===== config.mk =====
export PLATFORM = sky130hd
export DESIGN_NAME = rr_arbiter
export DESIGN_NICKNAME = d
export VERILOG_FILES = /design/src/rtl/rr_arbiter_pkg.sv /design/src/rtl/rr_arbiter_decoder.sv /design/src/rtl/rr_arbiter.sv
export SDC_FILE = /design/constraint.sdc
export NUM_CORES = 1
export LEC_CHECK = 0
export ABC_AREA = 0
export BUFFER_PORTS_ARGS = -buffer_cell sky130_fd_sc_hd__buf_2
export CORE_MARGIN = 1.5
export CORE_UTILIZATION = 30
export DETAILED_ROUTE_END_ITERATION = 8
export PLACE_DENSITY = 0.58
export RECOVER_POWER = 50
export SYNTH_ARGS = -nofsm -noshare
export SYNTH_HDL_FRONTEND = slang
export SYNTH_SLANG_ARGS = --single-unit
export TNS_END_PERCENT = 20

===== constraint.sdc =====
create_clock -name clk -period 2 [get_ports clk]
set_input_delay 0.1 -clock clk [delete_from_list [all_inputs] [get_ports clk]]
set_output_delay 0.1 -clock clk [all_outputs]
set_load 0.02 [all_outputs]

===== src/rtl/rr_arbiter_pkg.sv =====
// Shared definitions for the round-robin arbiter: FSM state encoding and
// default parameter values.
package rr_arbiter_pkg;

    localparam int unsigned DEFAULT_N        = 2;
    localparam int unsigned DEFAULT_MAX_HOLD = 8;

    typedef enum logic {
        ST_IDLE  = 1'b0,
        ST_GRANT = 1'b1
    } state_e;

endpackage


===== src/rtl/rr_arbiter_decoder.sv =====
// N-to-2^N one-hot decoder with enable; output is all-zero when disabled.
module decoderNxM #(
    parameter int unsigned N = 2
) (
    input  logic [N-1:0]        in,
    input  logic                en,
    output logic [(1<<N)-1:0]   out
);

    always_comb begin
        out = '0;
        if (en) begin
            out[in] = 1'b1;
        end
    end

endmodule


===== src/rtl/rr_arbiter.sv =====
// Round-robin arbiter with single holder, done/drop/timeout release and a
// mandatory idle cycle between grants.
module rr_arbiter
    import rr_arbiter_pkg::*;
#(
    parameter int unsigned N        = DEFAULT_N,
    parameter int unsigned M        = (1 << N),
    parameter int unsigned MAX_HOLD = DEFAULT_MAX_HOLD
) (
    input  logic         clk,
    input  logic         rst,
    input  logic [M-1:0] req,
    input  logic         done,
    output logic [M-1:0] gnt,
    output logic [N-1:0] gnt_idx,
    output logic         gnt_valid
);

    // A zero MAX_HOLD still needs a legal one-bit counter.
    localparam int unsigned    HW        = (MAX_HOLD > 0) ? $clog2(MAX_HOLD + 1) : 1;
    localparam logic [HW-1:0]  HOLD_LAST = (MAX_HOLD > 0) ? HW'(MAX_HOLD - 1) : '0;
    localparam logic [HW-1:0]  HOLD_SAT  = '1;
    localparam logic           TIMEOUT_EN = (MAX_HOLD > 0);

    state_e         state_q, state_d;
    logic [N-1:0]   ptr_q, ptr_d;
    logic [HW-1:0]  hold_q, hold_d;
    logic [N-1:0]   gnt_idx_q, gnt_idx_d;
    logic           gnt_valid_q, gnt_valid_d;

    logic [N-1:0]   cand;
    logic [N-1:0]   win_idx;
    logic           win_found;
    logic           hold_expired;
    logic           release_now;

    // Upward search from ptr; the N-bit add wraps M-1 back to 0.
    always_comb begin
        cand      = '0;
        win_idx   = '0;
        win_found = 1'b0;
        for (int unsigned i = 0; i < M; i++) begin
            cand = ptr_q + N'(i);
            if (!win_found && req[cand]) begin
                win_idx   = cand;
                win_found = 1'b1;
            end
        end
    end

    always_comb begin
        hold_expired = TIMEOUT_EN && (hold_q == HOLD_LAST);
        release_now  = done || !req[gnt_idx_q] || hold_expired;
    end

    always_comb begin
        state_d     = state_q;
        ptr_d       = ptr_q;
        hold_d      = hold_q;
        gnt_idx_d   = gnt_idx_q;
        gnt_valid_d = gnt_valid_q;
        case (state_q)
            ST_IDLE: begin
                if (win_found) begin
                    state_d     = ST_GRANT;
                    ptr_d       = win_idx + N'(1);
                    hold_d      = '0;
                    gnt_idx_d   = win_idx;
                    gnt_valid_d = 1'b1;
                end
            end
            ST_GRANT: begin
                if (release_now) begin
                    state_d     = ST_IDLE;
                    hold_d      = '0;
                    gnt_idx_d   = '0;
                    gnt_valid_d = 1'b0;
                end else if (hold_q != HOLD_SAT) begin
                    hold_d = hold_q + HW'(1);
                end
            end
            default: begin
                state_d     = ST_IDLE;
                gnt_idx_d   = '0;
                gnt_valid_d = 1'b0;
            end
        endcase
    end

    always_ff @(posedge clk) begin
        if (rst) begin
            state_q     <= ST_IDLE;
            ptr_q       <= '0;
            hold_q      <= '0;
            gnt_idx_q   <= '0;
            gnt_valid_q <= 1'b0;
        end else begin
            state_q     <= state_d;
            ptr_q       <= ptr_d;
            hold_q      <= hold_d;
            gnt_idx_q   <= gnt_idx_d;
            gnt_valid_q <= gnt_valid_d;
        end
    end

    assign gnt_idx   = gnt_idx_q;
    assign gnt_valid = gnt_valid_q;

    decoderNxM #(
        .N(N)
    ) u_decoder (
        .in  (gnt_idx_q),
        .en  (gnt_valid_q),
        .out (gnt)
    );

endmodule


* After elaboration in Yosys (flattened, before gate mapping)
Index checks and enable logic that the tools add are counted. W data, S select, Z words.
Word-level totals: logic and storage cells 69, bits of input ports 7, flip-flop bits (word level) 10, output and inout port bits 7
Cells by class: eq/ne operators 5, muxes and demuxes 34, $lt $le $gt $ge 6, $add $sub $neg 5, reductions and logical operators 13, bitwise logic cells 1
Operators with widths (count):
- $mux W4 | 4
- $lt A2 B3 Y1 const B | 5
- $mux W1 | 14
- $mux W2 | 6
- $bmux W1 S2 | 5
- $pmux W4 S2 | 1
- $reduce_and A2 Y1 | 3
- $add A2 B1 Y2 const B | 2
- $add A2 B2 Y2 const B | 2
- $add A4 B1 Y4 const B | 1
- $eq A4 B3 Y1 const B | 1
- $logic_and A1 B1 Y1 | 4
- $logic_not A1 Y1 | 4
- $ne A4 B4 Y1 const B | 1
- $pmux W1 S2 | 2
- $pmux W2 S2 | 1
- $ne A3 B1 Y1 const B | 1
- $demux W1 S2 | 1
- $ge A2 B1 Y1 const B | 1
- $logic_or A1 B1 Y1 | 2
- $ne A2 B1 Y1 const B | 1
- $ne A2 B2 Y1 const B | 1
- $not A1 Y1 | 1

* Logic depth before layout (Yosys ltp)
Gate-level depths: netlist of run 1.
depth in word-level cells 14, depth in mapped cells 6, gate-level depth less buffers 6

* Modules after synthesis
Synthesis of run 1 repeated with hierarchy kept, for this count alone.
Unflattened totals: cell total of the unflattened synthesis 63, area, all modules 581.8 µm²
Modules (own cells, without submodules):
- rr_arbiter | area an instance 544.3 µm², instances 1, seq. area each 200.2 µm², cells each 59
- decoderNxM | area an instance 37.5 µm², instances 1, seq. area each 0.0 µm², cells each 4

* Least setup slack after synthesis of run 1
OpenSTA, ideal clock, no wires.
path type flip-flop to flip-flop, from register gnt_idx_q[0] (netlist: gnt_idx[0]), to register hold_q[1], data arrival time 1574 ps, stages on the path, launching flop included 6, setup time 129 ps, path buffers 0, period minus slack after synthesis 1703 ps, path slack 297 ps, required time 1871 ps, cells stage by stage dfxtp_1 -> mux4_2 -> o2111ai_4 -> o21ai_0 -> a2bb2oi_1 -> nor2_1
On the way: longest elaborated chain between the ends 7, elaborated cells between the ends (all ways) 9, those cells by class eq/ne: 1; mux: 4; reduce/logical: 4
RTL lines:
- from (decl) | RTL line rr_arbiter.sv:28 | logic [N-1:0] gnt_idx_q, gnt_idx_d;
- from (signal assigned) | RTL line rr_arbiter.sv:101 | gnt_idx_q <= gnt_idx_d;
- $bmux W1 S2 (*) | RTL line rr_arbiter.sv:53 | release_now = done || !req[gnt_idx_q] || hold_expired;
- $mux W1 (not written as such) (*) | RTL line rr_arbiter.sv:53
- $logic_not A1 Y1 (*) | RTL line rr_arbiter.sv:53
- $logic_or A1 B1 Y1 (*) (2 in a row) | RTL line rr_arbiter.sv:53
- $mux W4 / $ne A3 B1 Y1 (equally long branches)
- $pmux W4 S2 / $reduce_and A2 Y1 (equally long branches)
- to (signal assigned) | RTL line rr_arbiter.sv:100 | hold_q <= hold_d;
- to (decl) | RTL line rr_arbiter.sv:27 | logic [HW-1:0] hold_q, hold_d;
Every way passes the cells marked *; elsewhere a longest branch is shown, timed or not. The select of a mux whose other input is x is not followed. A chain may end at the register's enable or synchronous reset.

* Worst setup path after layout of run 1
Same ends and word-level chain as after synthesis.

==> results of run 1 <==
## critical path: cells and delay by family, from the launching register on
family           cells  cell delay (ns)
multiplexers         1             0.56
AO/OA/AOI/OAI        3             0.51
flip-flops           1             0.44
AND/OR/NAND/NOR      1             0.05
## registers in the layout (all words and copies together), names as in the netlist
| register | count |
|---|---|
| state_q | 1 |
| gnt_valid | 1 |
| hold_q | 4 |
| gnt_idx | 2 |
| ptr_q | 2 |
## kinds of logic (layout without fill, tap and decap cells)
family	Yosys count	after routing
and+or+nand+nor	25	25
buffers and inverters	6	20
DFF	10	10
xor gates and xnor gates	1	1
muxes	1	1
adders and majority gates	1	1
AOI/OAI and AO/OA	21	21
## how the worst max path moves through the flow
stage                    start        end  slack (ns)  depth (start not counted)
global placement    gnt_idx[0]  hold_q[0]        0.38                          5
global route        gnt_idx[0]  hold_q[1]        0.20                          5
finish              gnt_idx[0]  hold_q[1]        0.32                          5
floorplan           gnt_idx[0]  hold_q[1]        0.30                          5
detailed placement  gnt_idx[0]  hold_q[0]        0.32                          5
CTS                 gnt_idx[0]  hold_q[0]        0.31                          5
## stage by stage
step           setup WS (ns)  total power (W)
4_1_cts               0.3080        0.0004916
5_1_grt               0.2032        0.0005131
3_5_place_dp          0.3215        0.0003568
2_1_floorplan         0.2967        0.0003221
6_report              0.3230        0.0004833
3_3_place_gp          0.3838        0.0003559
## cell type report
| cell class | count | area, um^2 | share of cell area [%] |
|---|---|---|---|
| clock buffers | 3 | 22.52 | 3.377 |
| inverters | 4 | 15.01 | 2.251 |
| multi-input cells | 49 | 341.6 | 51.22 |
| flip-flops and latches | 10 | 200.2 | 30.02 |
| well taps | 25 | 31.28 | 4.690 |
| repair buffers | 13 | 56.30 | 8.443 |
## power groups by stage
| stage | logic (W) | registers, W | clock network [W] |
|---|---|---|---|
| after floorplan | 0.0000770 | 0.000245 | 0 |
| after global placement | 0.000115 | 0.000241 | 0 |
| after detailed placement | 0.000115 | 0.000242 | 0 |
| after CTS | 0.000116 | 0.000238 | 0.000138 |
| after global routing | 0.000124 | 0.000241 | 0.000148 |
| final | 0.000113 | 0.000238 | 0.000133 |
## layer usage
metal,vias to the layer above,share of wire [%],GRT usage [%]
li1,271,-,-
met1,242,48,18.01
met2,22,45,18.89
met3,2,5.9,2.745
met4,0,1.2,8.571
met5,-,0,0
## cell usage in the layout (no fill, tap or decap), drive strengths merged, types with 2 or more instances in the layout
master,synthesis,routed
nand3,2,2
nor2,9,9
dfxtp,10,10
o22ai,2,2
a21oi,7,7
and3,2,2
a211oi,4,4
inv,4,4
buf,0,6
nand2,3,3
clkbuf,2,10
nand2b,3,3
==> results.md, run 1 <==
* Sequential power share at 49.2%
* Worst hold path class: in2reg
* Detail Route Antenna Nets at 0
* WL per Instance at 11.66 um
* Placed insts at 101
* Worst flop-to-flop path startpoint: gnt_idx[0]
* Cell area after placement at 653.1 um^2
* Post-CTS sizing at 0
* Wirelength, routed at 1213 um
* Layout Cell Area excl Fill at 666.9 um^2
* Final hold viol count at 0
* Global-route wire length before repair at 1987 um
* Total of fill cells in the finished design at 183
* Fraction of the mapped netlist area in compound gates at 28.82%
* Unrepaired setup endpoints after global routing: false
* Maximum clock frequency at 596.3 MHz
* Total number of yosys warnings at 0
* Clock H-tree levels at 1
* Sort of element at the end of the critical path: flop
* Combinational family with the most area after synthesis: compound AO/OA/AOI/OAI gates
* Adder and majority gate portion of the synthesized area at 2.217%
* Worst clock skew at 0.002868 ns
* Number of enable-type register cells in the synthesized netlist at 0
* Synth Area per Inst at 8.681 um^2
* Die area at 0.002150 mm^2
* Fraction of power consumed by combinational cells at 23.4%
* Leak at 0.2663 nW
* XOR/XNOR share of the synthesized area at 1.552%
* Critical path peak fanout at 7
* FF-to-FF setup slack at 0.32 ns
* Arrival time reported for the critical path endpoint at 1.82 ns
* Max-capacitance violation count at 0
* Share of final-layout standard cells stronger than drive strength 1 at 17.72%
* Die height at 46.37 um
* Areal power density over the cells at 724.7 mW/mm^2
* Final period utilization at 83.85%
* Final Non-Filler Cells at 104
* Count of endpoints failing setup in the final report at 0
* Accumulated negative setup slack at 0 ns
* Max VDD drop at 0.0003147 V
* Sw Share at 31.16%
* Post-Synthesis Cells at 65
* Row count at 15
* Count of state elements after synthesis at 10
* Starting Density at 32.33%
* Count of cells along the worst hold path at 2
* Smallest hold slack at 0.1604 ns
* GPL Wtd Cong at 0.6786
* Library cell contributing the largest single delay on the critical path: sky130_fd_sc_hd__mux4_2
* Distinct cell type count after synthesis at 30
* Endpoint of the worst hold path: hold_q[0]
* Startpoint type of the worst setup path: flop
* Clk sink count at 10
* Number of cells traversed by the worst register-to-register path at 5
* Area contributors post-synth: sky130_fd_sc_hd__dfxtp_1 (35%), sky130_fd_sc_hd__a21oi_1 (6.2%), sky130_fd_sc_hd__nor2_1 (6.0%)
* Clk root buf: sky130_fd_sc_hd__clkbuf_4
* Placeable core region at 0.001745 mm^2
* Sequential-to-total area share from yosys stat at 35.48%
* Post-Syn Nets at 73
* Port Buf Inserts at 13
* Signed area change from the synthesized netlist to the final layout at 18.18%
* Post-synth top area share at 35.48%
* Asr flop ratio synth at 0%
* Int Power at 0.0003327 W
* Crit path largest cell delay at 0.56 ns
* Clock Path Buffers at 2
* # IOs at 14
* Total Routing Usage GR at 13.31%
* Period minus WS final at 1.677 ns
* Top flip-flop cell by instance count after synthesis: sky130_fd_sc_hd__dfxtp_1
* Nets@finish at 89
* Number of antenna violations at the first check in global routing at 0
* Number of antenna diodes at 0
* Number of buffers created by CTS at 3
* Crit path required time at 2.15 ns
* Cell with the most instances after synthesis: sky130_fd_sc_hd__dfxtp_1
* Share of total power in the clock network at 27.4%
* Status: complete, no violations
* Iteration-0 DRC count of the detailed router at 9
* Count of pins over their slew limit at 0
* Post-CTS Repair Setup Buffers at 0
* Total congestion overflow at 0
* Endpoint of the most critical register-to-register path: hold_q[1]
* Via count at 537
* Die width at 46.37 um
* TritonCTS clock tree: yes
* Startpoint of the lowest-slack hold path: rst
* Dominant cell type by area after synthesis: sky130_fd_sc_hd__dfxtp_1
* Length of the first detailed-routing pass in iterations at 4
* Core occupancy in the finished layout at 38.21%
* Kind of critical path: reg2reg
* Via/cell ratio at 5.163
* Cells along the critical path: mux4_2, o2111ai_4, o21ai_0, a2bb2oi_1, nor2_1
* Clock latency reported for the late side of the worst-skew pair at 0.26 ns
* Mux contribution to synthesized area at 3.991%
* Total DRC errors in the routed layout at 0
* Leading post-synthesis cells by instance count: sky130_fd_sc_hd__dfxtp_1 (10), sky130_fd_sc_hd__nor2_1 (9), sky130_fd_sc_hd__a21oi_1 (7), sky130_fd_sc_hd__inv_1 (4)
* Clock input transition at the sequential cells of the worst setup and hold paths at 0.06 ns
* Largest net degree at the start of global routing at 12
* Headroom to the max-slew limit at 64.56%
* Slew of the pin with the lowest slew margin at 0.5316 ns
* Switching power at 0.0001506 W
* DP HPWL at 895.1 um
* Number of buffers inserted by hold repair at cts at 0
* Number of global-route vias before repair at 467
* Area share of and/or/nand/nor cells after synthesis at 23.95%
* Combined area of all synthesized cells at 564.3 um^2
Power figures use the tool's default switching activity.
==> run 2: changes to the inputs <==
clock period = 1.7 ns   (was 2 ns; I/O delays follow)
==> run 2 against run 1 <==
Wire length fell by 3.2%. Count of clock-buffer cells in the layout is the same. Critical endpoint is now gnt_idx[0]. Setup slack worse by 0.19 ns.
==> results.md, run 2 (synthesized netlist as in run 1, its figures left out) <==
* Top register by number of flip-flops: hold_q
* Clock input transition at the sequential cells of the worst setup and hold paths at 0.06 ns
* Critical path peak fanout at 7
* Count of endpoints failing setup in the final report at 0
* WL per Instance at 11.29 um
* Leak at 0.2661 nW
* Worst hold path class: in2reg
* Share of total power in the clock network at 27.6%
* Grt peak-use layer: met2
* Number of buffers inserted by hold repair at cts at 0
* # IOs at 14
* Layout Cell Area excl Fill at 668.1 um^2
* Unrepaired setup endpoints after global routing: false
* Total DRC errors in the routed layout at 0
* Final period utilization at 92.38%
* Smallest hold slack at 0.1319 ns
* Count of pins over their slew limit at 0
* Number of antenna violations at the first check in global routing at 0
* GPL Wtd Cong at 0.7535
* Total of fill cells in the finished design at 196
* Worst clock skew at 0.005552 ns
* Period minus WS final at 1.570 ns
* Crit path required time at 1.84 ns
* Commonest cells after routing, fill and taps aside: sky130_fd_sc_hd__nor2_1 (9), sky130_fd_sc_hd__dfxtp_1 (9), sky130_fd_sc_hd__a21oi_1 (7), sky130_fd_sc_hd__clkbuf_1 (7), sky130_fd_sc_hd__buf_2 (6)
* GR met2 Demand/Resource at 21.39%
* Share of final-layout standard cells stronger than drive strength 1 at 18.99%
* Signed area change from the synthesized netlist to the final layout at 18.40%
* Length of the first detailed-routing pass in iterations at 4
* Cell area after placement at 654.4 um^2
* Max-capacitance violation count at 0
* Die area at 0.002150 mm^2
* Kind of critical path: reg2reg
* Largest net degree at the start of global routing at 12
* Post-CTS sizing at 0
* Routing usage on met3 at 7.059%
* Placeable core region at 0.001745 mm^2
* Via count at 520
* Slew of the pin with the lowest slew margin at 0.4930 ns
* Wirelength, routed at 1174 um
* Maximum clock frequency at 636.8 MHz
* Status: complete, no violations
* Nets@finish at 89
* Fraction of power consumed by combinational cells at 23.2%
* Global-route wire length before repair at 1966 um
* Number of global-route vias before repair at 475
* Row count at 15
* Total congestion overflow at 0
* Sw Share at 31.07%
* Max FFs per register at 4
* Areal power density over the cells at 851.8 mW/mm^2
* Startpoint type of the worst setup path: flop
* Detail Route Antenna Nets at 0
* Max VDD drop at 0.0003978 V
* Clock latency reported for the late side of the worst-skew pair at 0.26 ns
* Die height at 46.37 um
* Sort of element at the end of the critical path: flop
* Clk root buf: sky130_fd_sc_hd__clkbuf_4
* Clock Path Buffers at 2
* TritonCTS clock tree: yes
* Sequential power share at 49.2%
* Switching power at 0.0001768 W
* Die width at 46.37 um
* Arrival time reported for the critical path endpoint at 1.71 ns
* Global Route met1 Usage at 15.37%
* Starting Density at 32.33%
* Final hold viol count at 0
* Number of buffers created by CTS at 3
* Post-CTS Repair Setup Buffers at 0
* Headroom to the max-slew limit at 67.14%
* Iteration-0 DRC count of the detailed router at 17
* Port Buf Inserts at 13
* Int Power at 0.0003923 W
* Total area of sequential cells at 201.4 um^2
* Clk sink count at 10
* Number of antenna diodes at 0
* Total Routing Usage GR at 13.06%
* Area taken by multi-input logic gates at 341.6 um^2
* DP HPWL at 904 um
* Accumulated negative setup slack at 0 ns
* Via/cell ratio at 5.000
* Clock H-tree levels at 1
==> run 2: cell types whose count changed in the layout (fill, tap and decap cells not counted) <==
cell,change
sky130_fd_sc_hd__dfxtp_2,+1
sky130_fd_sc_hd__o21ai_0,-1
sky130_fd_sc_hd__dfxtp_1,-1
sky130_fd_sc_hd__o21ai_1,+1
==> run 2: layer usage <==
metal	share of wire, %	vias up
met5	0	-
met4	0	0
met3	6.0	0
met2	46	13
met1	48	236
li1	-	271
==> run 2: area by class of cell <==
class,instances,area share (%)
Tap cell,25,4.682
Inverter,4,2.247
Multi-Input combinational cell,49,51.12
Clock buffer,3,3.371
Timing Repair Buffer,13,8.427
Sequential cell,10,30.15
==> run 2: critical path: stages (launching register included) <==
cell                        delay, ns
sky130_fd_sc_hd__dfxtp_2         0.38
sky130_fd_sc_hd__mux4_2          0.54
sky130_fd_sc_hd__o2111ai_4       0.16
sky130_fd_sc_hd__nand2_1         0.15
sky130_fd_sc_hd__a22oi_1         0.16
sky130_fd_sc_hd__nor2_1          0.06
==> run 2: final timing paths <==
check	from	endpoint	slack, ns	cells past startpoint
max reg2reg	gnt_idx[0]	gnt_idx[0]	0.13	5
max	gnt_idx[0]	gnt_idx[0]	0.13	5
min	rst	hold_q[3]	0.13	2
min reg2reg	hold_q[1]	hold_q[1]	0.54	2
==> run 2: stage by stage <==
stage	setup slack [ns]	util (%)	total power (W)	std cells
floorplan	0.1158	-	0.0003798	65
global placement	0.1520	37.49	0.0004204	101
detailed placement	0.1071	37.49	0.0004192	101
CTS	0.1050	38.78	0.0005805	104
global route	0.02625	38.28	0.0006073	104
finish	0.1296	38.28	0.0005691	104
==> run 2: power groups by stage <==
stage                     sequential [W]  clock, W  combinational [W]
final                           0.000280  0.000157           0.000132
after global routing            0.000285  0.000174           0.000148
after CTS                       0.000280  0.000164           0.000136
after detailed placement        0.000285         0           0.000134
after global placement          0.000284         0           0.000136
after floorplan                 0.000289         0          0.0000906
==> run 3: changes to the inputs <==
CORE_UTILIZATION = 40   (was 30)
PLACE_DENSITY = 0.71   (was 0.58)
==> run 3 against run 2 <==
Die area is 23% lower. Wire length is 2.1% higher. Sequential cell count stayed put. Via count is 3.7% higher. Global-route usage is 5.0 points higher. Final area is 1.9% lower. Critical path depth stayed put. Critical path type unchanged.
==> results.md, run 3 (synthesized netlist as in run 1, its figures left out) <==
* Layout Cell Area excl Fill at 655.6 um^2
* Leak at 0.2661 nW
* Startpoint type of the worst setup path: flop
* Clock H-tree levels at 1
* Via count at 539
* Die height at 40.56 um
* GPL Wtd Cong at 0.7250
* Share of final-layout standard cells stronger than drive strength 1 at 18.99%
* Max VDD drop at 0.0003849 V
* Unrepaired setup endpoints after global routing: false
* Kind of critical path: reg2reg
* Core occupancy in the finished layout at 50.38%
* Clk root buf: sky130_fd_sc_hd__clkbuf_4
* Endpoint of the worst hold path: hold_q[3]
* Slew of the pin with the lowest slew margin at 0.4842 ns
* Cell area after placement at 641.9 um^2
* Areal power density over the cells at 869.9 mW/mm^2
* Headroom to the max-slew limit at 67.72%
* Placeable core region at 0.001301 mm^2
* Number of antenna diodes at 0
* Final hold viol count at 0
* Length of the first detailed-routing pass in iterations at 4
* Final total power at 0.0005704 W
* Signed area change from the synthesized netlist to the final layout at 16.19%
* Commonest cells after routing, fill and taps aside: sky130_fd_sc_hd__nor2_1 (9), sky130_fd_sc_hd__dfxtp_1 (9), sky130_fd_sc_hd__a21oi_1 (7), sky130_fd_sc_hd__clkbuf_1 (7), sky130_fd_sc_hd__buf_2 (6)
* Startpoint of the lowest-slack hold path: rst
* Via/cell ratio at 5.734
* Critical path peak fanout at 7
* Worst flop-to-flop path startpoint: gnt_idx[0]
* Number of global-route vias before repair at 438
* Fin worst setup slack at 0.1111 ns
* Accumulated negative setup slack at 0 ns
* Die area at 0.001645 mm^2
* Starting Density at 43.37%
* Nets@finish at 89
* DP HPWL at 899.6 um
* Number of buffers inserted by hold repair at cts at 0
* Number of antenna violations at the first check in global routing at 0
* Worst hold path class: in2reg
* Wirelength, routed at 1199 um
* Largest net degree at the start of global routing at 12
* Die width at 40.56 um
* TritonCTS clock tree: yes
* Total Routing Usage GR at 18.10%
* Number of buffers created by CTS at 3
* Row count at 13
* Sort of element at the end of the critical path: flop
* Total DRC errors in the routed layout at 0
* Clock latency reported for the late side of the worst-skew pair at 0.26 ns
* FF-to-FF setup slack at 0.11 ns
* Clock input transition at the sequential cells of the worst setup and hold paths at 0.06 ns
* Maximum clock frequency at 629.4 MHz
* Status: complete, no violations
* Count of pins over their slew limit at 0
* Number of cells traversed by the worst register-to-register path at 5
* Detail Route Antenna Nets at 0
* Period minus WS final at 1.589 ns
* # IOs at 14
* Endpoint of the most critical register-to-register path: hold_q[1]
* Worst clock skew at 0.002009 ns
* Clk sink count at 10
* Top register by number of flip-flops: hold_q
* Iteration-0 DRC count of the detailed router at 13
* Count of cells along the worst hold path at 2
* Count of endpoints failing setup in the final report at 0
* Crit path required time at 1.85 ns
* Total congestion overflow at 0
* Global-route wire length before repair at 1856 um
* Port Buf Inserts at 13
* Clock Path Buffers at 2
* Max-capacitance violation count at 0
* Post-CTS sizing at 0
* Final period utilization at 93.46%
* Worst slack at placement at 0.08951 ns
* WL per Instance at 12.76 um
* Arrival time reported for the critical path endpoint at 1.74 ns
* Max FFs per register at 4
* Post-CTS Repair Setup Buffers at 0
[run 3: cell counts in the layout (fill, tap and decap cells not counted)]
No cell type changed its count.
[run 3: worst max-delay path by stage]
stage                           from         to  slack, ns  cells past startpoint
after detailed placement  gnt_idx[0]  hold_q[1]       0.09                      5
after CTS                 gnt_idx[0]  hold_q[1]       0.08                      5
after floorplan           gnt_idx[0]  hold_q[1]       0.12                      5
after global routing      gnt_idx[0]  hold_q[1]       0.02                      5
final                     gnt_idx[0]  hold_q[1]       0.11                      5
after global placement    gnt_idx[0]  hold_q[1]       0.16                      5
[run 3: area by class of cell]
type                            instances  area, um^2
Timing Repair Buffer                   13       56.30
Clock buffer                            3       22.52
Inverter                                4       15.01
Tap cell                               15       18.77
Sequential cell                        10       201.4
Fill cell                             139       645.6
Multi-Input combinational cell         49       341.6
[run 3: per-layer routing]
layer	GRT usage, %	share of wire [%]	vias to the layer above
li1	-	-	273
met1	24.92	48	241
met2	23.81	44	20
met3	5.000	5.5	5
met4	12.50	2.7	0
met5	0	0	-
[run 3: critical path: stages, from the launching register on]
cell	delay, ns
sky130_fd_sc_hd__dfxtp_2	0.38
sky130_fd_sc_hd__mux4_2	0.55
sky130_fd_sc_hd__o2111ai_4	0.16
sky130_fd_sc_hd__o21ai_1	0.14
sky130_fd_sc_hd__a2bb2oi_1	0.18
sky130_fd_sc_hd__nor2_1	0.06
[run 3: stage by stage]
step / instances / hold slack [ns]
2_1_floorplan: 65 / 0.2722
3_3_place_gp: 91 / 0.3986
3_5_place_dp: 91 / 0.3951
6_report: 94 / 0.1226
4_1_cts: 94 / 0.1160
5_1_grt: 94 / 0.1247
[run 3: power by group]
group / internal [W] / leakage (nW) / switching, W / total [W]
combinational: 0.0000563 / 0.170 / 0.0000763 / 0.000133
clock: 0.0000816 / 0.0138 / 0.0000760 / 0.000158
sequential: 0.000254 / 0.0825 / 0.0000257 / 0.000280
